[src/rtl/cpu_pkg.sv]
// Shared CPU types and constants.
// Used by fetch and decode stages.
package cpu_pkg;

    localparam int XLEN = 32;
    localparam logic [XLEN-1:0] RESET_VECTOR = 32'h0000_0000;
    localparam logic [XLEN-1:0] PC_STEP = 32'd4;

    typedef struct packed {
        logic [XLEN-1:0] instr;
        logic [XLEN-1:0] pc;
    } fetch_entry_t;

endpackage

[src/rtl/fetch_fifo.sv]
// Instruction buffer between fetch and decode.
// Flush drops every entry; reset also zeroes storage.
module fetch_fifo
    import cpu_pkg::*;
#(
    parameter int DEPTH = 2
) (
    input  logic                   clock,
    input  logic                   reset,
    input  logic                   flush,
    input  logic                   push,
    input  fetch_entry_t           din,
    input  logic                   pop,
    output fetch_entry_t           head,
    output logic [$clog2(DEPTH):0] count
);

    localparam int AW = $clog2(DEPTH);

    fetch_entry_t   mem [DEPTH];
    logic [AW-1:0]  rd_ptr;
    logic [AW-1:0]  wr_ptr;
    logic [AW:0]    cnt;

    always_ff @(posedge clock) begin
        if (reset) begin
            mem    <= '{default: '0};
            rd_ptr <= '0;
            wr_ptr <= '0;
            cnt    <= '0;
        end else if (flush) begin
            rd_ptr <= '0;
            wr_ptr <= '0;
            cnt    <= '0;
        end else begin
            if (push) begin
                mem[wr_ptr] <= din;
                wr_ptr      <= wr_ptr + 1'b1;
            end
            if (pop) begin
                rd_ptr <= rd_ptr + 1'b1;
            end
            cnt <= cnt + {{AW{1'b0}}, push} - {{AW{1'b0}}, pop};
        end
    end

    assign head  = mem[rd_ptr];
    assign count = cnt;

endmodule

[src/rtl/fetch_unit.sv]
// Fetch stage: PC sequencing, credit-based issue to RAM,
// and a small buffer presented to decode via valid/ready.
module fetch_unit
    import cpu_pkg::*;
#(
    parameter logic [XLEN-1:0] RESET_PC = RESET_VECTOR,
    parameter logic [XLEN-1:0] PC_STEP  = cpu_pkg::PC_STEP,
    parameter int              DEPTH    = 2
) (
    input  logic            clock,
    input  logic            reset,
    output logic [XLEN-1:0] pc_addr,
    input  logic [XLEN-1:0] pc_q,
    input  logic            redirect,
    input  logic [XLEN-1:0] redirect_pc,
    output logic            instr_valid,
    input  logic            instr_ready,
    output logic [XLEN-1:0] instr,
    output logic [XLEN-1:0] instr_pc
);

    localparam int CW = $clog2(DEPTH) + 1;
    localparam logic [CW:0] DEPTH_C = (CW + 1)'(DEPTH);

    logic [XLEN-1:0] fetch_pc;
    logic [XLEN-1:0] req_pc;
    logic            req_v;
    logic            pop;
    logic            issue;
    logic [CW:0]     credit;
    logic [CW-1:0]   count;
    fetch_entry_t    head;
    fetch_entry_t    cap;

    assign pop = instr_valid & instr_ready & ~redirect;

    // Entries already buffered plus the one in flight must fit.
    assign credit = {1'b0, count} + {{CW{1'b0}}, req_v}
                  - {{CW{1'b0}}, pop};
    assign issue  = ~redirect & (credit < DEPTH_C);

    always_ff @(posedge clock) begin
        if (reset) begin
            fetch_pc <= RESET_PC;
            req_pc   <= '0;
            req_v    <= 1'b0;
        end else if (redirect) begin
            fetch_pc <= {redirect_pc[XLEN-1:2], 2'b00};
            req_v    <= 1'b0;
        end else if (issue) begin
            req_v    <= 1'b1;
            req_pc   <= fetch_pc;
            fetch_pc <= fetch_pc + PC_STEP;
        end else begin
            req_v    <= 1'b0;
        end
    end

    assign cap.instr = pc_q;
    assign cap.pc    = req_pc;

    fetch_fifo #(
        .DEPTH (DEPTH)
    ) u_fifo (
        .clock (clock),
        .reset (reset),
        .flush (redirect),
        .push  (req_v),
        .din   (cap),
        .pop   (pop),
        .head  (head),
        .count (count)
    );

    assign pc_addr     = fetch_pc;
    assign instr_valid = (count != '0);
    assign instr       = head.instr;
    assign instr_pc    = head.pc;

endmodule

[config.mk]
export PLATFORM = sky130hd
export DESIGN_NAME = fetch_unit
export DESIGN_NICKNAME = d
export VERILOG_FILES = /design/src/rtl/cpu_pkg.sv /design/src/rtl/fetch_fifo.sv /design/src/rtl/fetch_unit.sv
export SDC_FILE = /design/constraint.sdc
export NUM_CORES = 1
export LEC_CHECK = 0
export CAP_MARGIN = 20
export CORE_UTILIZATION = 44
export CTS_CLUSTER_SIZE = 8
export DETAILED_ROUTE_END_ITERATION = 8
export GPL_TIMING_DRIVEN = 0
export PLACE_DENSITY = 0.7
export SLEW_MARGIN = 20
export SYNTH_ARGS = -nofsm -noshare
export SYNTH_HDL_FRONTEND = slang
export SYNTH_SLANG_ARGS = --single-unit
[constraint.sdc]
create_clock -name clock -period 9.05 [get_ports clock]
set_input_delay 1.3575 -clock clock [delete_from_list [all_inputs] [get_ports clock]]
set_output_delay 1.3575 -clock clock [all_outputs]
set_load 0.1 [all_outputs]
==> flow_metrics.env <==
export IMPL_status="finished, final reports clean"
export IMPL_wl_per_cell_um=16.0
export IMPL_post_cts_resized=0
export IMPL_critPathKind="register to primary output"
export IMPL_core_sq_mm=0.0175
export IMPL_viasPerCell=5.17
export IMPL_cts_root_buf="clkbuf_16"
export IMPL_yosys_area_share_adder_pct=0.720
export IMPL_end_kind="primary output"
export IMPL_io_pins=165
export IMPL_crit_chain="clkbuf_1 > clkbuf_1 > mux2_2 > clkdlybuf4s50_1"
export IMPL_crit_arrival_ns=3.16
export IMPL_drc=0
export IMPL_seq_area_frac_synth_pct=47.3
export IMPL_cp_num_buf_inv=3
export IMPL_via_count=7182
export IMPL_max_stage_delay_ns=1.16
export IMPL_seq_area_sq_mm=0.00378
export IMPL_worstSetupStartpointType="register"
export IMPL_drive_gt1_share_pct=10.1
export IMPL_grt_start_max_net_pins=17
export IMPL_place_inst=1357
export IMPL_final_hold_violation_count=0
export IMPL_crit_top_cell="clkbuf_1"
export IMPL_powerDensity_mw_per_mm2=188
export IMPL_dp_hpwl_um=15600
export IMPL_synth_mux_area_share_pct=8.86
export IMPL_final_cells=1389
export IMPL_clkLatencyLatePin_ns=0.44
export IMPL_synth_top_family_by_area="simple AND/OR/NAND/NOR gates"
export IMPL_finalMaxSlewViolations=0
export IMPL_critPathLaunch="u_fifo.rd_ptr$_SDFFE_PP0P_"
export IMPL_drtAntennaViolNets=0
export IMPL_maxCapViolations=0
export IMPL_required_ns=7.69
export IMPL_vdd_ir_drop_worst_uv=160
export IMPL_hold_path_class="register to register"
export IMPL_timing_hold_ws_ns=0.451
export IMPL_maxSlewHeadroom_pct=31.4
export IMPL_grt_pass1_wl_um=34000
export IMPL_min_from="u_fifo.mem[7]$_SDFFE_PP0P_"
export IMPL_critPathTopFamily="buffers and inverters"
export IMPL_fin_crit_sh_pct=49.9
export IMPL_synth_xor_xnor_area_share_pct=3.40
export IMPL_path_clk_slew_ns=0.07
export IMPL_crit_fanout=10
export IMPL_synth_simple_area_share_pct=22.2
export IMPL_netlist_instances=972
export IMPL_syn2layout_area_growth_pct=31.3
export IMPL_die_y_um=137
export IMPL_synth_cell_type_count=39
export IMPL_io_buffers=157
export IMPL_leakagePower_uw=0.00361
export IMPL_routabilityCongestion=0.821
export IMPL_critPathSlowestCell="clkdlybuf4s50_1"
export IMPL_fmax_mhz=221
export IMPL_cts_sinks=189
export IMPL_synth_seq_cells=189
export IMPL_final_nets=1223
export IMPL_syn_cell_area_sq_mm=0.00799
export IMPL_drt_iter0_markers=400
export IMPL_ys_warn_count=0
export IMPL_gr_total_overflow=0
export IMPL_cts_hold_buffers=0
export IMPL_drt_wl_total_um=22200
export IMPL_place_area_sq_mm=0.00986
export IMPL_clk_path_buf_depth=2
export IMPL_tightest_slew_ns=1.03
export IMPL_multi_input_area_sq_mm=0.00386
export IMPL_tns_ns=0
export IMPL_die_x_um=137
export IMPL_track_usage_pct=23.7
export IMPL_initial_utilization_pct=45.6
export IMPL_num_rows=48
export IMPL_min_period_ns=4.52
export IMPL_r2r_start="u_fifo.count[1]$_SDFF_PP0_"
export IMPL_dr_pass1_iters=5
export IMPL_synth_compound_area_share_pct=13.0
export IMPL_die_area_sq_mm=0.0187
export IMPL_rsz0062_at_grt="no"
export IMPL_post_cts_setup_buffers=0
export IMPL_cts_buffers=17
export IMPL_syn_avg_cell_area_sq_um=8.22
export IMPL_htree_num_levels=4
export IMPL_grt_pass1_vias=6614
export IMPL_fin_area_sq_mm=0.0105
export IMPL_cts_tree="done"
export IMPL_skew_ns=0.00789
export IMPL_setup_viol=0
export IMPL_nFillCells=1596
export IMPL_antenna_found_initial=0
==> final timing paths <==
path / endpoint / slack, ns / cells past startpoint
max reg2reg: pc_addr[14]$_SDFFE_PP0P_ / 5.78 / 13
max: instr_pc[22] / 4.53 / 4
min reg2reg: u_fifo.mem[7]$_SDFFE_PP0P_ / 0.45 / 2
min: u_fifo.mem[7]$_SDFFE_PP0P_ / 0.45 / 2
==> registers in the layout, indices dropped and copies added (netlist names) <==
name / flops
req_pc: 30
pc_addr: 30
u_fifo.count: 2
u_fifo.rd_ptr: 1
u_fifo.mem: 124
u_fifo.wr_ptr: 1
req_v: 1
==> layout by cell type (no fill, tap or decap), drive strengths merged <==
master	count
a211oi	14
a21oi	167
a311oi	2
and2	1
and3	1
and4	4
buf	18
bufinv	4
clkbuf	78
clkdlybuf4s50	157
clkinv	3
clkinvlp	2
conb	4
dfxtp	189
diode	1
fa	1
ha	3
inv	12
mux2	62
mux2i	1
nand2	327
nand2b	1
nand3	8
nand3b	1
nand4	9
nor2	20
nor3	10
nor3b	3
nor4	14
nor4b	1
o21ai	2
o21bai	9
or2	1
or3	3
xnor2	22
xor2	9
==> synth_stat cells <==
| library cell | n | area, sq um |
|---|---|---|
| nand2_1 | 327 | 1230 |
| dfxtp_1 | 189 | 3780 |
| a21oi_1 | 167 | 836 |
| mux2_2 | 62 | 698 |
| clkbuf_1 | 59 | 221 |
| xnor2_1 | 22 | 193 |
| nor2_1 | 20 | 75.1 |
| a211oi_1 | 14 | 105 |
| inv_1 | 9 | 33.8 |
| nand4_1 | 9 | 56.3 |
| o21bai_1 | 9 | 67.6 |
| xor2_1 | 9 | 78.8 |
| buf_1 | 7 | 26.3 |
| nand3_1 | 7 | 35.0 |
| nor3_1 | 7 | 35.0 |
| nor4_1 | 6 | 37.5 |
| buf_4 | 5 | 37.5 |
| and4_1 | 4 | 35.0 |
| buf_2 | 4 | 20.0 |
| nor4_2 | 4 | 50.1 |
| nor4_4 | 4 | 85.1 |
| ha_1 | 3 | 37.5 |
| nor3_2 | 3 | 30.0 |
| nor3b_1 | 3 | 22.5 |
| a311oi_1 | 2 | 17.5 |
| buf_6 | 2 | 22.5 |
| o21ai_0 | 2 | 10.0 |
| or3_1 | 2 | 12.5 |
| and2_1 | 1 | 6.26 |
| and3_1 | 1 | 6.26 |
| conb_1 | 1 | 3.75 |
| fa_1 | 1 | 20.0 |
| mux2i_1 | 1 | 10.0 |
| nand2b_1 | 1 | 6.26 |
| nand3_4 | 1 | 17.5 |
| nand3b_1 | 1 | 7.51 |
| nor4b_1 | 1 | 8.76 |
| or2_2 | 1 | 6.26 |
| or3_4 | 1 | 11.3 |
==> power breakdown <==
part | total (uW) | internal, uW | switching, uW
registers | 883 | 856 | 26.9
clock network | 803 | 472 | 331
logic | 293 | 85.3 | 207
total | 1980 | 1410 | 565
==> per-layer routing <==
| metal | GRT usage (%) | up-vias | wire (um) |
|---|---|---|---|
| li1 | - | 3594 | - |
| met1 | 31.0 | 3371 | 10000 |
| met2 | 38.7 | 190 | 10600 |
| met3 | 4.52 | 27 | 1170 |
| met4 | 8.61 | 0 | 398 |
| met5 | 0 | - | 0 |
==> worst register-to-register path: stages (launching register included) <==
cell and delay [ns]:
dfxtp_1 0.32, inv_1 0.10, nand2_1 0.13, nand2_1 0.13
nor2_1 0.05, ha_1 0.29, inv_1 0.03, ha_1 0.18
fa_1 0.38, xnor2_1 0.30, nor4_1 0.68, nand4_1 0.21
xor2_1 0.18, a211oi_1 0.21
==> kinds of logic after synthesis <==
group	Yosys count
AND/OR/NAND/NOR	404
XOR/XNOR	31
multiplexers	63
AO/OA/AOI/OAI	194
other	1
adder cells (fa/ha/maj)	4
flip-flops	189
buffers and inverters	86
==> through the flow <==
stage | power (uW) | worst slack (ns) | utilization (%)
after floorplan | 1100 | 5.02 | -
after global placement | 1190 | 4.18 | 56.2
after detailed placement | 1190 | 4.09 | 56.2
after CTS | 1990 | 4.48 | 59.8
after global routing | 2030 | 4.32 | 59.8
final | 1980 | 4.53 | 59.8
==> final cells by class <==
class,instances,share of cell area [%]
Antenna cell,1,0.0238
Sequential cell,189,36.1
Buffer,77,3.12
Tap cell,225,2.68
Clock buffer,19,4.22
Clock inverter,12,1.78
Timing Repair Buffer,157,15.0
Multi-Input combinational cell,700,36.8
Inverter,9,0.322
No activity file was read; power rests on OpenSTA's default activity.
